$ cat src/rtl/line_clear_ctrl_if.sv
// Board-port and control bundle between the line-clear controller and its environment.
// The controller side drives the memory address/strobes and status; the environment drives the rest.
interface line_clear_ctrl_if;
  logic       start;
  logic       mem_rdata;
  logic [8:0] mem_addr;
  logic       mem_we;
  logic       mem_wdata;
  logic       busy;
  logic       done;
  logic [4:0] lines_cleared;

  modport master (
    input  start,
    input  mem_rdata,
    output mem_addr,
    output mem_we,
    output mem_wdata,
    output busy,
    output done,
    output lines_cleared
  );

  modport slave (
    output start,
    output mem_rdata,
    input  mem_addr,
    input  mem_we,
    input  mem_wdata,
    input  busy,
    input  done,
    input  lines_cleared
  );
endinterface

$ cat src/rtl/line_clear_ctrl.sv
// Line-clear pass for a ROWS x COLS board: removes full rows bottom-up, compacts the rest
// toward the bottom row and zeroes the vacated top rows.
module line_clear_ctrl #(
  parameter int unsigned COLS = 10,
  parameter int unsigned ROWS = 20
) (
  input logic               clk,
  input logic               rst,
  line_clear_ctrl_if.master bus_io
);

  localparam int unsigned RW = (ROWS > 1) ? $clog2(ROWS) : 1;
  localparam int unsigned CW = $clog2(COLS + 1);
  localparam logic [RW-1:0] RowLast = RW'(ROWS - 1);
  localparam logic [CW-1:0] ColLast = CW'(COLS - 1);
  localparam logic [CW-1:0] ColEnd  = CW'(COLS);

  typedef enum logic [2:0] {
    StIdle,
    StRead,
    StEval,
    StWrite,
    StClear,
    StDone
  } state_e;

  state_e            state_q, state_d;
  logic [RW-1:0]     r_q, r_d;
  logic [RW-1:0]     w_q, w_d;
  logic [CW-1:0]     col_q, col_d;
  logic [4:0]        lines_q, lines_d;
  logic [COLS-1:0]   row_buf_q, row_buf_d;

  logic       advance;
  logic [8:0] addr;
  logic       we;
  logic       wdata;
  logic       done;

  function automatic logic [8:0] cell_addr(input logic [RW-1:0] row, input logic [CW-1:0] col);
    return 9'(row) * 9'(COLS) + 9'(col);
  endfunction

  function automatic logic [RW-1:0] dec_sat(input logic [RW-1:0] v);
    return (v == '0) ? '0 : v - 1'b1;
  endfunction

  always_comb begin
    state_d   = state_q;
    r_d       = r_q;
    w_d       = w_q;
    col_d     = col_q;
    lines_d   = lines_q;
    row_buf_d = row_buf_q;
    advance   = 1'b0;
    addr      = '0;
    we        = 1'b0;
    wdata     = 1'b0;
    done      = 1'b0;

    unique case (state_q)
      StIdle: begin
        if (bus_io.start) begin
          r_d     = RowLast;
          w_d     = RowLast;
          lines_d = '0;
          col_d   = '0;
          state_d = StRead;
        end
      end

      StRead: begin
        if (col_q < ColEnd) begin
          addr = cell_addr(r_q, col_q);
        end
        // Read data trails the address by one cycle; shifting in from the top leaves col 0 at bit 0.
        if (col_q != '0) begin
          row_buf_d = {bus_io.mem_rdata, row_buf_q[COLS-1:1]};
        end
        if (col_q == ColEnd) begin
          col_d   = '0;
          state_d = StEval;
        end else begin
          col_d = CW'(col_q + 1'b1);
        end
      end

      StEval: begin
        if (&row_buf_q) begin
          lines_d = 5'(lines_q + 5'd1);
          advance = 1'b1;
        end else if (w_q == r_q) begin
          w_d     = dec_sat(w_q);
          advance = 1'b1;
        end else begin
          col_d   = '0;
          state_d = StWrite;
        end
      end

      StWrite: begin
        we        = 1'b1;
        addr      = cell_addr(w_q, col_q);
        wdata     = row_buf_q[0];
        row_buf_d = {1'b0, row_buf_q[COLS-1:1]};
        if (col_q == ColLast) begin
          w_d     = dec_sat(w_q);
          advance = 1'b1;
        end else begin
          col_d = CW'(col_q + 1'b1);
        end
      end

      StClear: begin
        we   = 1'b1;
        addr = cell_addr(w_q, col_q);
        if (col_q == ColLast) begin
          col_d = '0;
          if (w_q == '0) begin
            state_d = StDone;
          end else begin
            w_d = w_q - 1'b1;
          end
        end else begin
          col_d = CW'(col_q + 1'b1);
        end
      end

      StDone: begin
        done    = 1'b1;
        state_d = StIdle;
      end

      default: state_d = StIdle;
    endcase

    // Row finished (skipped, kept in place or copied): move up or wrap up the pass.
    if (advance) begin
      col_d = '0;
      if (r_q == '0) begin
        state_d = (lines_d != '0) ? StClear : StDone;
      end else begin
        r_d     = r_q - 1'b1;
        state_d = StRead;
      end
    end
  end

  always_ff @(posedge clk) begin
    if (rst) begin
      state_q   <= StIdle;
      r_q       <= RowLast;
      w_q       <= RowLast;
      col_q     <= '0;
      lines_q   <= '0;
      row_buf_q <= '0;
    end else begin
      state_q   <= state_d;
      r_q       <= r_d;
      w_q       <= w_d;
      col_q     <= col_d;
      lines_q   <= lines_d;
      row_buf_q <= row_buf_d;
    end
  end

  assign bus_io.mem_addr      = addr;
  assign bus_io.mem_we        = we;
  assign bus_io.mem_wdata     = wdata;
  assign bus_io.busy          = (state_q != StIdle);
  assign bus_io.done          = done;
  assign bus_io.lines_cleared = lines_q;

endmodule
$ cat src/flat_wrapper.sv
// flat-port wrapper written by rule: the top's interface ports become plain ports
module line_clear_ctrl_flat 
#(
  parameter int unsigned COLS = 10,
  parameter int unsigned ROWS = 20
)
  (clk, rst, bus_io_start, bus_io_mem_rdata, bus_io_mem_addr, bus_io_mem_we, bus_io_mem_wdata, bus_io_busy, bus_io_done, bus_io_lines_cleared);
  line_clear_ctrl_if bus_io_i ();
  input logic clk;
  input logic rst;
  input wire logic [$bits(bus_io_i.start)-1:0] bus_io_start;
  input wire logic [$bits(bus_io_i.mem_rdata)-1:0] bus_io_mem_rdata;
  output wire logic [$bits(bus_io_i.mem_addr)-1:0] bus_io_mem_addr;
  output wire logic [$bits(bus_io_i.mem_we)-1:0] bus_io_mem_we;
  output wire logic [$bits(bus_io_i.mem_wdata)-1:0] bus_io_mem_wdata;
  output wire logic [$bits(bus_io_i.busy)-1:0] bus_io_busy;
  output wire logic [$bits(bus_io_i.done)-1:0] bus_io_done;
  output wire logic [$bits(bus_io_i.lines_cleared)-1:0] bus_io_lines_cleared;
  assign bus_io_i.start = bus_io_start;
  assign bus_io_i.mem_rdata = bus_io_mem_rdata;
  assign bus_io_mem_addr = bus_io_i.mem_addr;
  assign bus_io_mem_we = bus_io_i.mem_we;
  assign bus_io_mem_wdata = bus_io_i.mem_wdata;
  assign bus_io_busy = bus_io_i.busy;
  assign bus_io_done = bus_io_i.done;
  assign bus_io_lines_cleared = bus_io_i.lines_cleared;
  line_clear_ctrl #(.COLS(COLS), .ROWS(ROWS)) u_core (.clk(clk), .rst(rst), .bus_io(bus_io_i));
endmodule
$ cat config.mk
export PLATFORM = sky130hd
export DESIGN_NAME = line_clear_ctrl_flat
export DESIGN_NICKNAME = d
export VERILOG_FILES = /design/src/rtl/line_clear_ctrl_if.sv /design/src/rtl/line_clear_ctrl.sv /design/src/flat_wrapper.sv
export SDC_FILE = /design/constraint.sdc
export NUM_CORES = 1
export LEC_CHECK = 0
export ABC_CLOCK_PERIOD_IN_PS = 3050
export CAP_MARGIN = 20
export CORE_MARGIN = 5
export CORE_UTILIZATION = 59
export CTS_CLUSTER_SIZE = 30
export DETAILED_ROUTE_END_ITERATION = 10
export PLACE_DENSITY = 0.81
export SYNTH_ARGS = -nofsm -noshare
export SYNTH_HDL_FRONTEND = slang
export SYNTH_SLANG_ARGS = --single-unit
$ cat constraint.sdc
create_clock -name clk -period 3.05 [get_ports clk]
set_input_delay 0.915 -clock clk [delete_from_list [all_inputs] [get_ports clk]]
set_output_delay 0.915 -clock clk [all_outputs]
set_load 0.01 [all_outputs]
==> flow_metrics.env, run 1 <==
export IMPL_status="finished, violations left"
export IMPL_violations="negative setup slack"
export IMPL_wirelength_um=7520
export IMPL_synth_top_area_cell="dfxtp_1"
export IMPL_drt_initial_drc_count=352
export IMPL_async_flop_share_pct=0
export IMPL_max_cap_violations=0
export IMPL_hold_viol_final=0
export IMPL_die_area_um2=5930
export IMPL_gr_usage_met2_pct=37.0
export IMPL_grt_use_met3_pct=3.40
export IMPL_finalWorstSetupSlack_ns=-0.173
export IMPL_grt_pass1_wl_um=11800
export IMPL_grt_busiest_layer="met2"
export IMPL_grt_use_met1_pct=34.3
export IMPL_diodes=0
export IMPL_synth_area_um2=2650
export IMPL_cts_sinks=32
export IMPL_grt_pass1_vias=2472
export IMPL_syn_instance_count=316
export IMPL_holdPathStages=2
export IMPL_clock_fmax_mhz=310
export IMPL_post_drt_wl_per_cell_um=17.7
export IMPL_r2r_setup_slack_ns=0.80
export IMPL_ys_seq_area_share_pct=24.2
export IMPL_rows=24
export IMPL_core_um2=4350
export IMPL_ys_seq_elements=32
export IMPL_via_per_inst=6.30
export IMPL_endpoint_kind="primary output"
export IMPL_root_buffer="clkbuf_8"
export IMPL_antenna_found_initial=0
export IMPL_dr_pass1_iters=6
export IMPL_p_leak_nw=1.42
export IMPL_fin_crit_sh_pct=106
export IMPL_holdPathEnd="u_core.bus_io.lines_cleared[4]"
export IMPL_detailedPlace_worstSlack_ns=-0.325
export IMPL_port_buffer_count=21
export IMPL_cts_max_level=2
export IMPL_drive_above_1_share_pct=24.9
export IMPL_ys_top_cells_by_count="32 x dfxtp_1, 31 x nor2_1, 25 x ha_1, 23 x a21oi_1, 17 x nand2_1"
export IMPL_dp_cells=415
export IMPL_clock_path_buffers=2
export IMPL_arrival_ns=2.31
export IMPL_gp_congestion=0.959
export IMPL_p_sw_mw=0.295
export IMPL_start_util_pct=60.8
export IMPL_cellPowerDensity_nw_per_um2=310
export IMPL_p_comb_share_pct=21.2
export IMPL_drv_slew=0
export IMPL_numCtsBuffers=5
export IMPL_period_needed_ns=3.22
export IMPL_grt_use_total_pct=23.9
export IMPL_worst_setup_path_start_kind="register"
export IMPL_gr_total_overflow=0
export IMPL_finalClockSkew_ns=0.00495
export IMPL_drtAntennaViolNets=0
export IMPL_ios=22
export IMPL_p_int_mw=0.772
export IMPL_cts_tree="yes"
export IMPL_rsz0062_at_grt="true"
export IMPL_syn_num_nets=349
export IMPL_ys_warn_count=0
export IMPL_synth_avg_cell_area_um2=8.38
export IMPL_synth_edf_count=0
export IMPL_rr_worst_depth=7
export IMPL_tightest_slew_ns=0.565
export IMPL_switching_share_pct=27.7
export IMPL_seq_power_share_pct=40.6
export IMPL_slew_headroom_pct=62.0
export IMPL_synthTopCellsByArea="dfxtp_1 24%, ha_1 12%, nor2_1 4.4%"
export IMPL_areaGrowthSynthToFinish_pct=30.0
export IMPL_setup_viol_count_final=5
export IMPL_cp_data_required_time_ns=2.13
export IMPL_drc=0
export IMPL_critPathKind="reg -> out"
export IMPL_die_h_um=77.0
export IMPL_clkPwrFrac_pct=38.2
export IMPL_clkTransAtPathRegs_ns=0.07
export IMPL_cp_max_fo=3
export IMPL_die_w_um=77.0
export IMPL_vias=2685
export IMPL_clk_latency_ns=0.30
export IMPL_hpwlAfterDp_um=5130
export IMPL_netlist_area_leader_share_pct=24.2
export IMPL_instances_no_fill=426
export IMPL_synth_distinct_cells=60
export IMPL_ctsHoldBuffers=0
export IMPL_ir_drop_mv=0.365
export IMPL_grt_max_degree=24
export IMPL_hold_class="reg -> reg"
export IMPL_r2r_end="u_core.w_q[0]"
export IMPL_synthFlopType="dfxtp_1"
export IMPL_finalNetCount=406
export IMPL_hp_start="u_core.bus_io.lines_cleared[4]"
export IMPL_timing_rr_start="u_core.w_q[1]"
export IMPL_yosysMostFrequentCell="dfxtp_1"
-- worst max path at each step --
stage                  start                 end  slack [ns]  depth (start not counted)
3_3_place_gp   u_core.w_q[1]  bus_io_mem_addr[7]       -0.26                          8
6_report       u_core.w_q[1]  bus_io_mem_addr[8]       -0.17                          8
3_5_place_dp   u_core.w_q[1]  bus_io_mem_addr[7]       -0.32                          8
4_1_cts        u_core.w_q[2]  bus_io_mem_addr[8]       -0.12                          8
5_1_grt        u_core.w_q[2]  bus_io_mem_addr[8]       -0.21                          8
2_1_floorplan  u_core.w_q[1]  bus_io_mem_addr[7]        0.08                          7
-- power by group through the flow --
| stage | logic (mW) | clock network (mW) | registers [mW] |
|---|---|---|---|
| after floorplan | 0.125 | 0 | 0.443 |
| after global placement | 0.205 | 0 | 0.441 |
| after detailed placement | 0.208 | 0 | 0.442 |
| after CTS | 0.204 | 0.405 | 0.433 |
| after global routing | 0.245 | 0.441 | 0.433 |
| final | 0.226 | 0.408 | 0.433 |
-- placed cells by master, fill, tap and decap left out, drive strengths merged, types with 3 or more instances in the layout --
cell and n:
nor2b 5, a211oi 4, nor3b 3, clkbuf 6, o211ai 4, a21o 8
fa 4, o31ai 3, o41ai 3, or2 3, nand2b 4, nand2 17
o21ai 11, or3 4, inv 12, xnor2 13, and2 3, nor2 32
and4 4, a31oi 3, buf 41, dfxtp 32, nand3 12, xor2 6
a21oi 23, o22ai 7, clkdlybuf4s50 14, o21a 3, o311ai 3, mux2i 11
nand4 6, ha 25, nor3 14
-- final cells by class --
class                           instances  area [µm²]
Sequential cell                        32         654
Inverter                               12        45.0
Tap cell                               52        65.1
Clock buffer                            6        72.6
Multi-Input combinational cell        264        2100
Fill cell                             292         910
Timing Repair Buffer                   58         469
Clock inverter                          2        35.0
-- stage by stage --
step	utilization, %	setup TNS (ns)	hold slack, ns	instance area (µm²)	total power [mW]
finish	79.1	-0.474	0.542	3440	1.07
global route	79.1	-0.838	0.572	3440	1.12
CTS	75.4	-0.256	0.530	3280	1.04
detailed placement	72.2	-1.04	0.520	3140	0.649
global placement	72.2	-0.797	0.513	3140	0.646
floorplan	-	0	0.488	2650	0.568
-- cells by family after synthesis --
| logic type | after synthesis | synth area share (%) |
|---|---|---|
| AOI/OAI and AO/OA | 82 | 21.0 |
| xor gates and xnor gates | 19 | 6.28 |
| adders and majority gates | 29 | 14.8 |
| buffers and inverters | 20 | 3.12 |
| DFF | 32 | 24.2 |
| muxes | 13 | 5.01 |
| and+or+nand+nor | 121 | 25.6 |
-- state kept, by name, summed over array words and instances (netlist names) --
name / count
u_core.row_buf_q: 10
u_core.bus_io.lines_cleared: 5
u_core.r_q: 5
u_core.w_q: 5
u_core.col_q: 4
u_core.state_q: 3
-- metal layers --
metal	routed length [µm]	share of wire [%]	vias to the layer above
met5	0	0	-
met3	377	5.0	18
met2	3540	47	101
met4	193	2.6	0
li1	-	-	1292
met1	3410	45	1274
-- worst max-delay path, cell delays in order, from the launching register on --
cell,delay (ns)
dfxtp_2,0.34
ha_4,0.25
ha_4,0.16
fa_2,0.56
nand2_2,0.07
nor2_4,0.10
a32oi_1,0.11
o22ai_1,0.22
buf_2,0.19
-- timing repair --
item | in CTS | in global routing
resized for setup | 33 | 29
setup endpoints to repair | 8 | 7
buffers inserted | 0 | 3
pin swaps | 7 | 14
(Power assumes the default switching activity.)
==> inputs of run 2 (changes only) <==
--- a/config.mk
+++ b/config.mk
@@ -5,13 +5,13 @@
 export SDC_FILE = /design/constraint.sdc
 export NUM_CORES = 1
 export LEC_CHECK = 0
-export ABC_CLOCK_PERIOD_IN_PS = 3050
 export CAP_MARGIN = 20
 export CORE_MARGIN = 5
-export CORE_UTILIZATION = 59
+export CORE_UTILIZATION = 64
 export CTS_CLUSTER_SIZE = 30
 export DETAILED_ROUTE_END_ITERATION = 10
-export PLACE_DENSITY = 0.81
+export DONT_BUFFER_PORTS = 1
+export PLACE_DENSITY = 0.8
 export SYNTH_ARGS = -nofsm -noshare
 export SYNTH_HDL_FRONTEND = slang
 export SYNTH_SLANG_ARGS = --single-unit
==> constraint.sdc (replaced) <==
create_clock -name clk -period 3.31 [get_ports clk]
set_input_delay 0.993 -clock clk [delete_from_list [all_inputs] [get_ports clk]]
set_output_delay 0.993 -clock clk [all_outputs]
set_load 0.01 [all_outputs]
==> run 2 against run 1 <==
  * Wire length is 14% lower
  * Critical path depth is 1 lower
  * Clock skew is 0.00066 ns higher
  * Clock-buffer cell count stayed put
  * First-iteration DRC count is 22% lower
  * The flow now finishes without violations
==> flow_metrics.env, run 2 (same netlist as run 1, synthesis figures left out) <==
export IMPL_period_needed_ns=3.26
export IMPL_cellPowerDensity_nw_per_um2=298
export IMPL_dp_cells=366
export IMPL_grt_max_degree=23
export IMPL_p_leak_nw=1.19
export IMPL_cp_cell_sequence="ha_1 -> ha_1 -> fa_1 -> xor2_2 -> nand3_1 -> xor2_1 -> o22ai_2"
export IMPL_clock_fmax_mhz=307
export IMPL_ios=22
export IMPL_finalNetCount=356
export IMPL_areaGrowthSynthToFinish_pct=10.0
export IMPL_post_cts_setup_buffers=0
export IMPL_clkTransAtPathRegs_ns=0.07
export IMPL_gr_total_overflow=0
export IMPL_drc=0
export IMPL_core_um2=4000
export IMPL_post_drt_wl_per_cell_um=17.2
export IMPL_worst_setup_path_start_kind="register"
export IMPL_fin_crit_sh_pct=98.5
export IMPL_final_common_cell="dfxtp_1"
export IMPL_status="complete, no violations"
export IMPL_cts_tree="yes"
export IMPL_numCtsBuffers=5
export IMPL_die_area_um2=5530
export IMPL_tightest_slew_ns=0.597
export IMPL_max_cap_violations=0
export IMPL_top_register="u_core.row_buf_q"
export IMPL_setup_viol_count_final=0
export IMPL_hold_viol_final=0
export IMPL_ir_drop_mv=0.318
export IMPL_port_buffer_count=0
export IMPL_cp_slowest_cell="fa_1"
export IMPL_post_route_cell_area_um2=2910
export IMPL_total_power_mw=0.868
export IMPL_dr_pass1_iters=5
export IMPL_drtAntennaViolNets=0
export IMPL_slew_headroom_pct=60.1
export IMPL_largest_register_ff_count=10
export IMPL_root_buffer="clkbuf_8"
export IMPL_critPathKind="reg -> out"
export IMPL_cts_max_level=2
export IMPL_detailedPlace_worstSlack_ns=0.149
export IMPL_finalSetupTns_ns=0
export IMPL_slowest_delay_ns=0.43
export IMPL_rsz0062_at_grt="true"
export IMPL_hpwlAfterDp_um=4720
export IMPL_instances_no_fill=374
export IMPL_drt_initial_drc_count=275
export IMPL_cp_data_required_time_ns=2.32
export IMPL_endpoint_kind="primary output"
export IMPL_hold_class="reg -> reg"
export IMPL_cpMostUsedCell="ha_1"
export IMPL_start_util_pct=66.2
export IMPL_cp_max_fo=5
export IMPL_die_h_um=74.3
export IMPL_wirelength_um=6450
export IMPL_clk_latency_ns=0.29
export IMPL_die_w_um=74.3
export IMPL_grt_pass1_vias=2297
export IMPL_finalWorstSetupSlack_ns=0.0508
export IMPL_grt_use_total_pct=24.5
export IMPL_placed_area_um2=2730
export IMPL_via_per_inst=6.59
export IMPL_vias=2463
export IMPL_gp_congestion=0.829
export IMPL_arrival_ns=2.27
export IMPL_final_cell_mix="29 x dfxtp_1, 28 x nor2_1, 23 x a21oi_1"
export IMPL_cts_sinks=32
export IMPL_diodes=0
export IMPL_drv_slew=0
export IMPL_drive_above_1_share_pct=13.0
export IMPL_clock_path_buffers=2
export IMPL_grt_pass1_wl_um=10500
export IMPL_antenna_found_initial=0
export IMPL_finalClockSkew_ns=0.00561
export IMPL_rows=23
-- run 2: changes by cell type in the layout (fill, tap and decap cells not counted), moves of 4 or more --
cell	previous run	this run
dfxtp_1	23	29
clkdlybuf4s50_1	14	0
buf_4	36	8
ha_1	15	21
dfxtp_2	8	2
a21oi_1	19	23
ha_4	8	3
buf_2	4	0
-- run 2: final timing paths --
path	start	endpoint	slack (ns)	cells past startpoint
worst max-delay path	u_core.r_q[1]	bus_io_mem_addr[7]	0.05	7
worst min-delay path	u_core.w_q[3]	u_core.w_q[3]	0.53	1
worst max register to register	u_core.w_q[1]	u_core.w_q[2]	1.03	8
worst min register to register	u_core.w_q[3]	u_core.w_q[3]	0.53	1
-- run 2: power by group --
group	total, mW	internal (mW)	switching [mW]
Clock	0.319	0.166	0.153
Sequential	0.404	0.391	0.0131
Combinational	0.145	0.0599	0.0852
Total	0.868	0.616	0.251
-- run 2: worst max-delay path: cells and delay by family, from the launching register on --
kind	cells	cell delay (ns)
adders and majority gates	3	0.95
xor gates and xnor gates	2	0.37
DFF	1	0.36
AOI/OAI and AO/OA	1	0.17
and+or+nand+nor	1	0.12
-- run 2: cell type report --
cell class	count	area [µm²]
clock inverters	2	10.0
inverters	12	45.0
flip-flops and latches	32	647
fillers	299	1090
clock buffers	6	82.6
repair buffers	8	60.1
multi-input cells	264	2010
well taps	50	62.6
-- run 2: routing by layer --
layer  GRT usage, %  vias up  share of wire [%]
li1               -     1196                  -
met3           4.59       12                7.5
met4           8.89        0                1.4
met5              0        -                  0
met2           38.1       99                 45
met1           34.0     1156                 46
-- run 2: through the flow --
step,hold slack (ns),util (%)
finish,0.530,72.8
global route,0.537,72.8
global placement,0.508,68.3
CTS,0.525,71.4
floorplan,0.488,-
detailed placement,0.525,68.3
-- run 2: timing repair --
action / 4_1_cts / 5_1_grt
pin swaps: 0 / 6
endpoints found under the hold margin: 0 / 0
hold buffers: 0 / 0
setup endpoints to repair: 3 / 5
cloned: 0 / 0
gates resized for setup: 6 / 11
